## config.mk

```make
export PLATFORM = sky130hd
export DESIGN_NAME = rfphoenix_dcache_repl
export DESIGN_NICKNAME = d
export VERILOG_FILES = /design/src/rtl/rfphoenix_dcache_repl_pkg.sv /design/src/rtl/rfphoenix_dcache_repl_plru.sv /design/src/rtl/rfphoenix_dcache_repl.sv
export SDC_FILE = /design/constraint.sdc
export NUM_CORES = 1
export LEC_CHECK = 0
export ABC_AREA = 1
export BUFFER_PORTS_ARGS = -buffer_cell sky130_fd_sc_hd__clkbuf_2
export CORE_AREA = 4 4 54 56
export CTS_CLUSTER_SIZE = 30
export DETAILED_ROUTE_END_ITERATION = 8
export DIE_AREA = 0 0 58 60
export PLACE_DENSITY = 0.68
export RECOVER_POWER = 50
export SLEW_MARGIN = 20
export SYNTH_ARGS = -nofsm -noshare
export SYNTH_HDL_FRONTEND = slang
export SYNTH_SLANG_ARGS = --single-unit
```

## constraint.sdc

```tcl
create_clock -name i_clk -period 1.46 [get_ports i_clk]
set_clock_uncertainty 0.2 [all_clocks]
set_input_delay 0.292 -clock i_clk [delete_from_list [all_inputs] [get_ports i_clk]]
set_output_delay 0.292 -clock i_clk [all_outputs]
set_load 0.03 [all_outputs]
```

## src/rtl/rfphoenix_dcache_repl_pkg.sv

```systemverilog
// Shared types and constants for the rfPhoenix dcache replacement unit.
package rfphoenix_dcache_repl_pkg;

    typedef enum logic [1:0] {
        IDLE  = 2'd0,
        PICK  = 2'd1,
        OFFER = 2'd2
    } dcache_repl_state_t;

    // Right-shifting Galois taps for x^16 + x^14 + x^13 + x^11 + 1
    localparam logic [15:0] DCACHE_REPL_LFSR_TAPS = 16'hB400;

endpackage

```

## src/rtl/rfphoenix_dcache_repl_plru.sv

```systemverilog
// Combinational tree pseudo-LRU helper: next tree bits after touching a way, and the
// victim way obtained by walking the tree from the root (0 = lower half).
module rfphoenix_plru_tree #(
    parameter int WAYS = 4
) (
    input  logic [WAYS-2:0]         i_tree,
    input  logic [$clog2(WAYS)-1:0] i_touch,
    output logic [WAYS-2:0]         o_tree,
    output logic [$clog2(WAYS)-1:0] o_victim
);
    localparam int LW = $clog2(WAYS);

    // Heap numbering: node n lives at bit n, bit 0 is unused padding.
    logic [WAYS-1:0] w_ext;
    logic [WAYS-1:0] w_next_ext;
    logic [LW:0]     w_nn;
    logic [LW:0]     w_vn;
    logic            w_unused_ok;

    always_comb begin
        w_ext      = {i_tree, 1'b0};
        w_next_ext = w_ext;
        w_nn       = (LW+1)'(1);
        for (int l = LW - 1; l >= 0; l--) begin
            w_next_ext[w_nn[LW-1:0]] = ~i_touch[l];
            w_nn = {w_nn[LW-1:0], i_touch[l]};
        end
        w_vn = (LW+1)'(1);
        for (int l = LW - 1; l >= 0; l--) begin
            w_vn = {w_vn[LW-1:0], w_ext[w_vn[LW-1:0]]};
        end
    end

    assign o_tree      = w_next_ext[WAYS-1:1];
    assign o_victim    = w_vn[LW-1:0];
    assign w_unused_ok = ^{w_next_ext[0], w_nn[LW], w_vn[LW]};

endmodule

```

## src/rtl/rfphoenix_dcache_repl.sv

```systemverilog
// rfPhoenix dcache victim selection and write-way register. Define RFPHOENIX_DCACHE_PLRU_EN
// for tree pseudo-LRU replacement; otherwise the policy choice comes from the free-running LFSR.
module rfphoenix_dcache_repl
    import rfphoenix_dcache_repl_pkg::*;
#(
    parameter int          WAYS      = 4,
    parameter int          SETS      = 64,
    parameter logic [15:0] LFSR_SEED = 16'hACE1
) (
    input  logic                    i_clk,
    input  logic                    i_rst,
    input  logic                    i_acc_v,
    input  logic                    i_acc_st,
    input  logic [$clog2(SETS)-1:0] i_acc_set,
    input  logic [$clog2(WAYS)-1:0] i_acc_way,
    input  logic [WAYS-1:0]         i_vld,
    input  logic [WAYS-1:0]         i_lock,
    input  logic                    i_fill_req,
    input  logic [$clog2(SETS)-1:0] i_fill_set,
    output logic                    o_victim_v,
    output logic [$clog2(WAYS)-1:0] o_victim_way,
    output logic                    o_victim_none,
    input  logic                    i_victim_ack,
    output logic [$clog2(WAYS)-1:0] o_wway
);
    localparam int LW = $clog2(WAYS);

    dcache_repl_state_t r_state;
    logic [15:0]        r_lfsr;
    logic               r_victim_v;
    logic [LW-1:0]      r_victim_way;
    logic               r_victim_none;
    logic [LW-1:0]      r_wway;

    logic [15:0]        w_lfsr_next;
    logic [LW-1:0]      w_policy_way;
    logic [LW-1:0]      w_pick_way;
    logic               w_pick_found;
    logic               w_fill_do;

    assign w_lfsr_next = {1'b0, r_lfsr[15:1]} ^ (r_lfsr[0] ? DCACHE_REPL_LFSR_TAPS : 16'h0000);
    assign w_fill_do   = (r_state == OFFER) && i_victim_ack && !r_victim_none;

`ifdef RFPHOENIX_DCACHE_PLRU_EN
    logic [WAYS-2:0] r_tree [SETS];
    logic [WAYS-2:0] w_tree_acc;
    logic [WAYS-2:0] w_tree_fill;
    logic [WAYS-2:0] w_fill_base;
    logic [WAYS-2:0] w_read_next_unused;
    logic [LW-1:0]   w_acc_victim_unused;
    logic [LW-1:0]   w_fill_victim_unused;

    // Same-set collision: the fill update is layered on top of the access update.
    assign w_fill_base = (i_acc_v && (i_acc_set == i_fill_set)) ? w_tree_acc : r_tree[i_fill_set];

    rfphoenix_plru_tree #(.WAYS(WAYS)) u_acc (
        .i_tree   (r_tree[i_acc_set]),
        .i_touch  (i_acc_way),
        .o_tree   (w_tree_acc),
        .o_victim (w_acc_victim_unused)
    );

    rfphoenix_plru_tree #(.WAYS(WAYS)) u_fill (
        .i_tree   (w_fill_base),
        .i_touch  (r_victim_way),
        .o_tree   (w_tree_fill),
        .o_victim (w_fill_victim_unused)
    );

    rfphoenix_plru_tree #(.WAYS(WAYS)) u_read (
        .i_tree   (r_tree[i_fill_set]),
        .i_touch  ('0),
        .o_tree   (w_read_next_unused),
        .o_victim (w_policy_way)
    );

    always_ff @(posedge i_clk or posedge i_rst) begin
        if (i_rst) begin
            for (int s = 0; s < SETS; s++) begin
                r_tree[s] <= '0;
            end
        end else begin
            if (i_acc_v) begin
                r_tree[i_acc_set] <= w_tree_acc;
            end
            if (w_fill_do) begin
                r_tree[i_fill_set] <= w_tree_fill;
            end
        end
    end
`else
    logic w_unused_ok;

    assign w_policy_way = r_lfsr[LW-1:0];
    assign w_unused_ok  = ^{i_acc_set, i_fill_set, w_fill_do};
`endif

    // Invalid-and-unlocked first, then the policy way, then any unlocked way.
    always_comb begin
        w_pick_way   = '0;
        w_pick_found = 1'b0;
        for (int i = 0; i < WAYS; i++) begin
            if (!w_pick_found && !i_vld[i] && !i_lock[i]) begin
                w_pick_way   = LW'(i);
                w_pick_found = 1'b1;
            end
        end
        if (!w_pick_found && !i_lock[w_policy_way]) begin
            w_pick_way   = w_policy_way;
            w_pick_found = 1'b1;
        end
        for (int i = 0; i < WAYS; i++) begin
            if (!w_pick_found && !i_lock[i]) begin
                w_pick_way   = LW'(i);
                w_pick_found = 1'b1;
            end
        end
    end

    always_ff @(posedge i_clk or posedge i_rst) begin
        if (i_rst) begin
            r_state       <= IDLE;
            r_lfsr        <= LFSR_SEED;
            r_victim_v    <= 1'b0;
            r_victim_way  <= '0;
            r_victim_none <= 1'b0;
            r_wway        <= '0;
        end else begin
            r_lfsr <= w_lfsr_next;
            if (i_acc_v && i_acc_st) begin
                r_wway <= i_acc_way;
            end
            case (r_state)
                IDLE: begin
                    if (i_fill_req) begin
                        r_state <= PICK;
                    end
                end
                PICK: begin
                    r_state       <= OFFER;
                    r_victim_v    <= 1'b1;
                    r_victim_way  <= w_pick_found ? w_pick_way : '0;
                    r_victim_none <= !w_pick_found;
                end
                OFFER: begin
                    if (i_victim_ack) begin
                        r_state       <= IDLE;
                        r_victim_v    <= 1'b0;
                        r_victim_none <= 1'b0;
                        if (!r_victim_none) begin
                            r_wway <= r_victim_way;
                        end
                    end
                end
                default: r_state <= IDLE;
            endcase
        end
    end

    assign o_victim_v    = r_victim_v;
    assign o_victim_way  = r_victim_way;
    assign o_victim_none = r_victim_none;
    assign o_wway        = r_wway;

endmodule
```

**Word level (Yosys, flattened, before mapping)**

Index checks and enable logic that the tools add are counted.

- Register bits: 24
- Bits of input ports: 28
- Logic and storage cells: 78

- $lt $le $gt $ge: 1
- Equality and inequality tests: 4
- Mux-type cells: 31
- Bitwise logic cells: 1
- Reduce and logical (&&, ||, !) cells: 35

Operator list:

| cell | number |
|---|---|
| 2-bit two-way mux | 14 |
| 1-bit zero test | 18 |
| 16-bit two-way mux | 1 |
| 15-bit by 16-bit bitwise XOR with 16-bit output | 1 |
| 1-bit logical AND | 13 |
| 1-bit two-way mux | 12 |
| 2-bit one-hot mux with 3 select lines | 1 |
| 2-bit != test, second input constant | 2 |
| 1-bit one-hot mux with 2 select lines | 2 |
| 2-bit AND reduction | 2 |
| 2-bit by 3-bit less-than comparator with 1-bit output, second input constant | 1 |
| 1-bit binary-select mux with 2-bit select | 1 |
| 2-bit by 1-bit == test with 1-bit output, second input constant | 1 |
| 2-bit == test, second input constant | 1 |
| 2-bit zero test | 1 |
| 2-bit nonzero test | 1 |

**Longest topological paths before layout**

- Depth after elaboration: 32
- Gate-level depth with buffers: 9

**Worst setup path after synthesis**

OpenSTA, ideal clock, no wires.

- Path kind: reg2reg
- Start: register r_lfsr[0]
- End: register r_victim_way[0], in the netlist o_victim_way[0]
- Setup time: 73 ps
- Data arrival time: 1162 ps
- Path slack: 25 ps
- Cell stages (with the launch flop): 10
- Path buffers: 1
- Period minus slack after synthesis: 1435 ps
- Cells stage by stage: dfstp_2 -> buf_6 -> inv_4 -> nand2_1 -> nand3_2 -> nand2_2 -> nand3_2 -> nand2_1 -> nand2_1 -> a21oi_2

- Longest elaborated chain between the ends: 18
- Elaborated cells between the ends (all ways): 23

Ends and longest elaborated chain:

| what | line | RTL |
|---|---|---|
| start: declaration | rfphoenix_dcache_repl.sv:29 | `logic [15:0] r_lfsr;` |
| start signal: assignment | rfphoenix_dcache_repl.sv:129 | `r_lfsr <= w_lfsr_next;` |
| 1-bit binary-select mux with 2-bit select | rfphoenix_dcache_repl.sv:108 | `if (!w_pick_found && !i_lock[w_policy_way]) begin` |
| 1-bit two-way mux (not written as such) | rfphoenix_dcache_repl.sv:108 |  |
| 1-bit zero test | rfphoenix_dcache_repl.sv:108 |  |
| 1-bit logical AND | rfphoenix_dcache_repl.sv:108 |  |
| 1-bit two-way mux | rfphoenix_dcache_repl.sv:108 |  |
| 1-bit zero test | rfphoenix_dcache_repl.sv:113 | `if (!w_pick_found && !i_lock[i]) begin` |
| 1-bit logical AND | rfphoenix_dcache_repl.sv:113 |  |
| 1-bit two-way mux | rfphoenix_dcache_repl.sv:113 |  |
| [... 2 more ...] | -- |  |
| 1-bit two-way mux | rfphoenix_dcache_repl.sv:113 |  |
| 1-bit zero test | rfphoenix_dcache_repl.sv:113 |  |
| 1-bit logical AND | rfphoenix_dcache_repl.sv:113 |  |
| 1-bit two-way mux | rfphoenix_dcache_repl.sv:113 |  |
| 1-bit zero test | rfphoenix_dcache_repl.sv:113 |  |
| 1-bit logical AND | rfphoenix_dcache_repl.sv:113 |  |
| 2-bit two-way mux / 1-bit two-way mux (equally long branches) | rfphoenix_dcache_repl.sv:113 |  |
| 2-bit two-way mux * | rfphoenix_dcache_repl.sv:142 | `r_victim_way <= w_pick_found ? w_pick_way : '0;` |
| end signal: assignment | rfphoenix_dcache_repl.sv:142 |  |
| end: declaration | rfphoenix_dcache_repl.sv:31 | `logic [LW-1:0] r_victim_way;` |

Mark *: on every way between the ends. The rest lies on a longest branch, timed or not. The select of a mux whose other input is x is not followed.
A chain may end at the register's enable or synchronous reset.

**Worst setup path after layout**

Ends and elaborated chain as after synthesis.

==> flow_metrics.env <==
export IMPL_cts_tree="yes"
export IMPL_seqCellArea_um2=611
export IMPL_num_vias=751
export IMPL_post_dp_hpwl_mm=1.41
export IMPL_fp_row_count=18
export IMPL_n_fill_cell=217
export IMPL_outcome="finished, violations left"
export IMPL_worstHoldStart="i_acc_way[0]"
export IMPL_synth_ff_latch_count=24
export IMPL_nNetsFinal=163
export IMPL_route_detailed_vias_per_inst=4.58
export IMPL_setup_slack_ps=-7.58
export IMPL_floorplan_core_area_um2=2430
export IMPL_timing_final_crit_share_pct=101
export IMPL_post_synth_cell_area_avg_um2=9.84
export IMPL_synthXorXnorAreaFrac_pct=2.62
export IMPL_reg2reg_slack_ps=-8
export IMPL_die_span_x_um=58
export IMPL_synth_area_leaders="dfrtp_1 (40%), dfstp_2 (21%), nand2_1 (7.9%)"
export IMPL_wire_length_of_the_first_global_routing_pass_mm=3.05
export IMPL_dieArea_um2=3480
export IMPL_synth_lib_cells_used_distinct=23
export IMPL_ys_warnings_count=0
export IMPL_drt_initial_drc_count=17
export IMPL_cts_buffers_inserted=3
export IMPL_required_time_of_the_worst_setup_path_ps=1500
export IMPL_leakage_uw=0.000675
export IMPL_insertion_delay_ps=300
export IMPL_cts_sinks=24
export IMPL_crit_path_end="o_victim_way[0]$_DFFE_PP0P_"
export IMPL_post_synth_and_or_nand_nor_area_fraction_pct=23.1
export IMPL_final_hold_viol_count=0
export IMPL_multi_input_area_um2=349
export IMPL_detail_route_antenna_nets=0
export IMPL_instance_count_of_the_mapped_netlist=102
export IMPL_htree_levels=1
export IMPL_synth_largest_area_cell="dfrtp_1"
export IMPL_rr_worst_depth=8
export IMPL_startpoint_type="flop"
export IMPL_finalPower_uw=1820
export IMPL_rsz0062_at_grt="true"
export IMPL_slew_headroom_pct=63.4
export IMPL_slew_viol_final=0
export IMPL_crit_path_start="r_lfsr[0]$_DFF_PP1_"
export IMPL_cts_root_buf="clkbuf_4"
export IMPL_power_ir_vdd_worst_mv=0.884
export IMPL_globalRouteOverflowTotal=0
export IMPL_routedWlPerCell_um=11.2
export IMPL_start_util_pct=41.3
export IMPL_cts_buffer_depth=2
export IMPL_synth_seq_area_share_pct=60.8
export IMPL_netlist_area_leader_share_pct=39.9
export IMPL_global_route_usage_over_all_layers_pct=11.7
export IMPL_ioPinCount=34
export IMPL_port_buffer_count=21
export IMPL_power_density_nw_per_um2=1420
export IMPL_max_freq_ghz=0.681
export IMPL_maxCapViolations=0
export IMPL_rr_startpoint="r_lfsr[0]$_DFF_PP1_"
export IMPL_synth_top_family_by_area="simple AND/OR/NAND/NOR gates"
export IMPL_synth_fp_nets=130
export IMPL_postSynth_asyncResetShare_pct=100
export IMPL_hold_removal_path_class="in -> reg"
export IMPL_drt_total_wl_mm=1.84
export IMPL_worstPathMaxFanout=4
export IMPL_post_synth_mux_area_share_pct=0
export IMPL_clk_pin_slew_ps=120
export IMPL_dominantRegCellSynth="dfrtp_1"
export IMPL_worst_endpoint_arrival_ps=1510
export IMPL_setup_worst_path_class="reg -> reg"
export IMPL_post_route_minimum_period_ps=1470
export IMPL_synth_compound_area_share_pct=6.11
export IMPL_timing_worst_slew_pin_value_ps=549
export IMPL_endpoint_of_the_lowest_slack_register_to_register_path="o_victim_way[0]$_DFFE_PP0P_"
export IMPL_failed_checks="setup timing"
export IMPL_via_count_of_the_first_global_routing_pass=776
export IMPL_synth_top_cells_by_count="nand2_1 (21), dfrtp_1 (16), inv_1 (12), nor2_1 (12), dfstp_2 (8)"
export IMPL_die_height_um=60
export IMPL_grt_max_degree=25
export IMPL_stdcell_area_um2=1280
export IMPL_area_growth_syn_to_layout_pct=27.8
export IMPL_drc=0
export IMPL_synth_adder_area_share_pct=0
export IMPL_drt_pass1_iter_count=4
export IMPL_post_synth_top_count_cell="nand2_1"
export IMPL_syn_area_um2=1000
export IMPL_end_kind="flop"
export IMPL_postPlaceCellArea_um2=1160
export IMPL_antenna_diode_instance_count=0
export IMPL_drive_above_1_share_pct=41.0
export IMPL_setup_viol=1
export IMPL_antenna_found_initial=0
export IMPL_finalWeightedCongestion=0.822
export IMPL_synth_enable_flop_cells=0
==> flip-flops by register name (all words and copies together) (netlist names) <==
signal,count
o_victim_none,1
o_victim_v,1
o_wway,2
r_lfsr,16
o_victim_way,2
r_state,2
==> cells in the final DEF (no fill, tap or decap), types with 2 or more instances in the layout <==
| cell type | count |
|---|---|
| nor2_1 | 10 |
| a31oi_1 | 2 |
| dfrtp_1 | 16 |
| dfstp_2 | 8 |
| xor2_1 | 3 |
| inv_2 | 3 |
| inv_1 | 12 |
| nor2_2 | 2 |
| nand2_4 | 2 |
| clkbuf_4 | 3 |
| clkbuf_2 | 21 |
| buf_4 | 4 |
| nand3_1 | 5 |
| nand2_1 | 20 |
| nand3_2 | 2 |
| o21ai_0 | 3 |
| dlygate4sd3_1 | 3 |
==> metal layers <==
metal | global-route usage, % | vias to the layer above | wire length, um
li1 | - | 385 | -
met1 | 13.0 | 341 | 722
met2 | 20.5 | 20 | 964
met3 | 1.73 | 5 | 100
met4 | 7.95 | 0 | 52
met5 | 0 | - | 0
==> stage by stage <==
| stage | hold slack (ps) | utilization, % | cells | setup slack, ps | TNS [ps] |
|---|---|---|---|---|---|
| 2_1_floorplan | 101 | - | 102 | 24.6 | 0 |
| 3_3_place_gp | 119 | 47.6 | 155 | 40.9 | 0 |
| 3_5_place_dp | 129 | 47.6 | 155 | 28.2 | 0 |
| 4_1_cts | 14.8 | 50.6 | 161 | 0.596 | 0 |
| 5_1_grt | 33.9 | 52.7 | 164 | -111 | -195 |
| 6_report | 57.0 | 52.7 | 164 | -7.58 | -7.58 |
==> cell families after synthesis <==
| group | Yosys count |
|---|---|
| AO/OA/AOI/OAI | 10 |
| buffers and inverters | 17 |
| XOR/XNOR | 3 |
| AND/OR/NAND/NOR | 48 |
| flip-flops | 24 |
==> worst min-delay path by stage <==
| stage | to | cells past startpoint |
|---|---|---|
| floorplan | o_victim_none$_DFFE_PP0P_ | 1 |
| global route | o_wway[0]$_DFF_PP0_ | 3 |
| global placement | r_lfsr[4]$_DFF_PP0_ | 3 |
| finish | o_wway[0]$_DFF_PP0_ | 3 |
| CTS | r_state[0]$_DFFE_PP0P_ | 2 |
| detailed placement | r_state[0]$_DFFE_PP0P_ | 3 |
==> critical path, cell delays in order (launching register included) <==
cell and delay (ps):
dfstp_2 590, inv_4 50, nand2_4 70, nand3_4 70, nand2_4 90, nor2_2 40, nor2_1 100, nand2_1 70
a21oi_2 130
==> repair_timing <==
action | 4_1_cts | 5_1_grt
gates resized for setup | 0 | 9
endpoints found under the setup margin | 0 | 5
hold endpoints to repair | 17 | 1
hold buffers | 2 | 1
setup buffers | 0 | 2
==> final cells by class <==
type,instances,share of cell area (%)
inverter,16,4.88
multi-input combinational,61,27.2
timing repair buffer,29,13.3
sequential,24,47.6
clock inverter,1,2.34
tap,30,2.93
clock buffer,3,1.76
==> where the power goes <==
group          switching, uW  internal, uW  leakage [uW]
combinational            357           186      0.000356
sequential              61.1           759      0.000291
clock                    180           277     0.0000279
total                    598          1220      0.000675
Power figures use the tool's default switching activity.
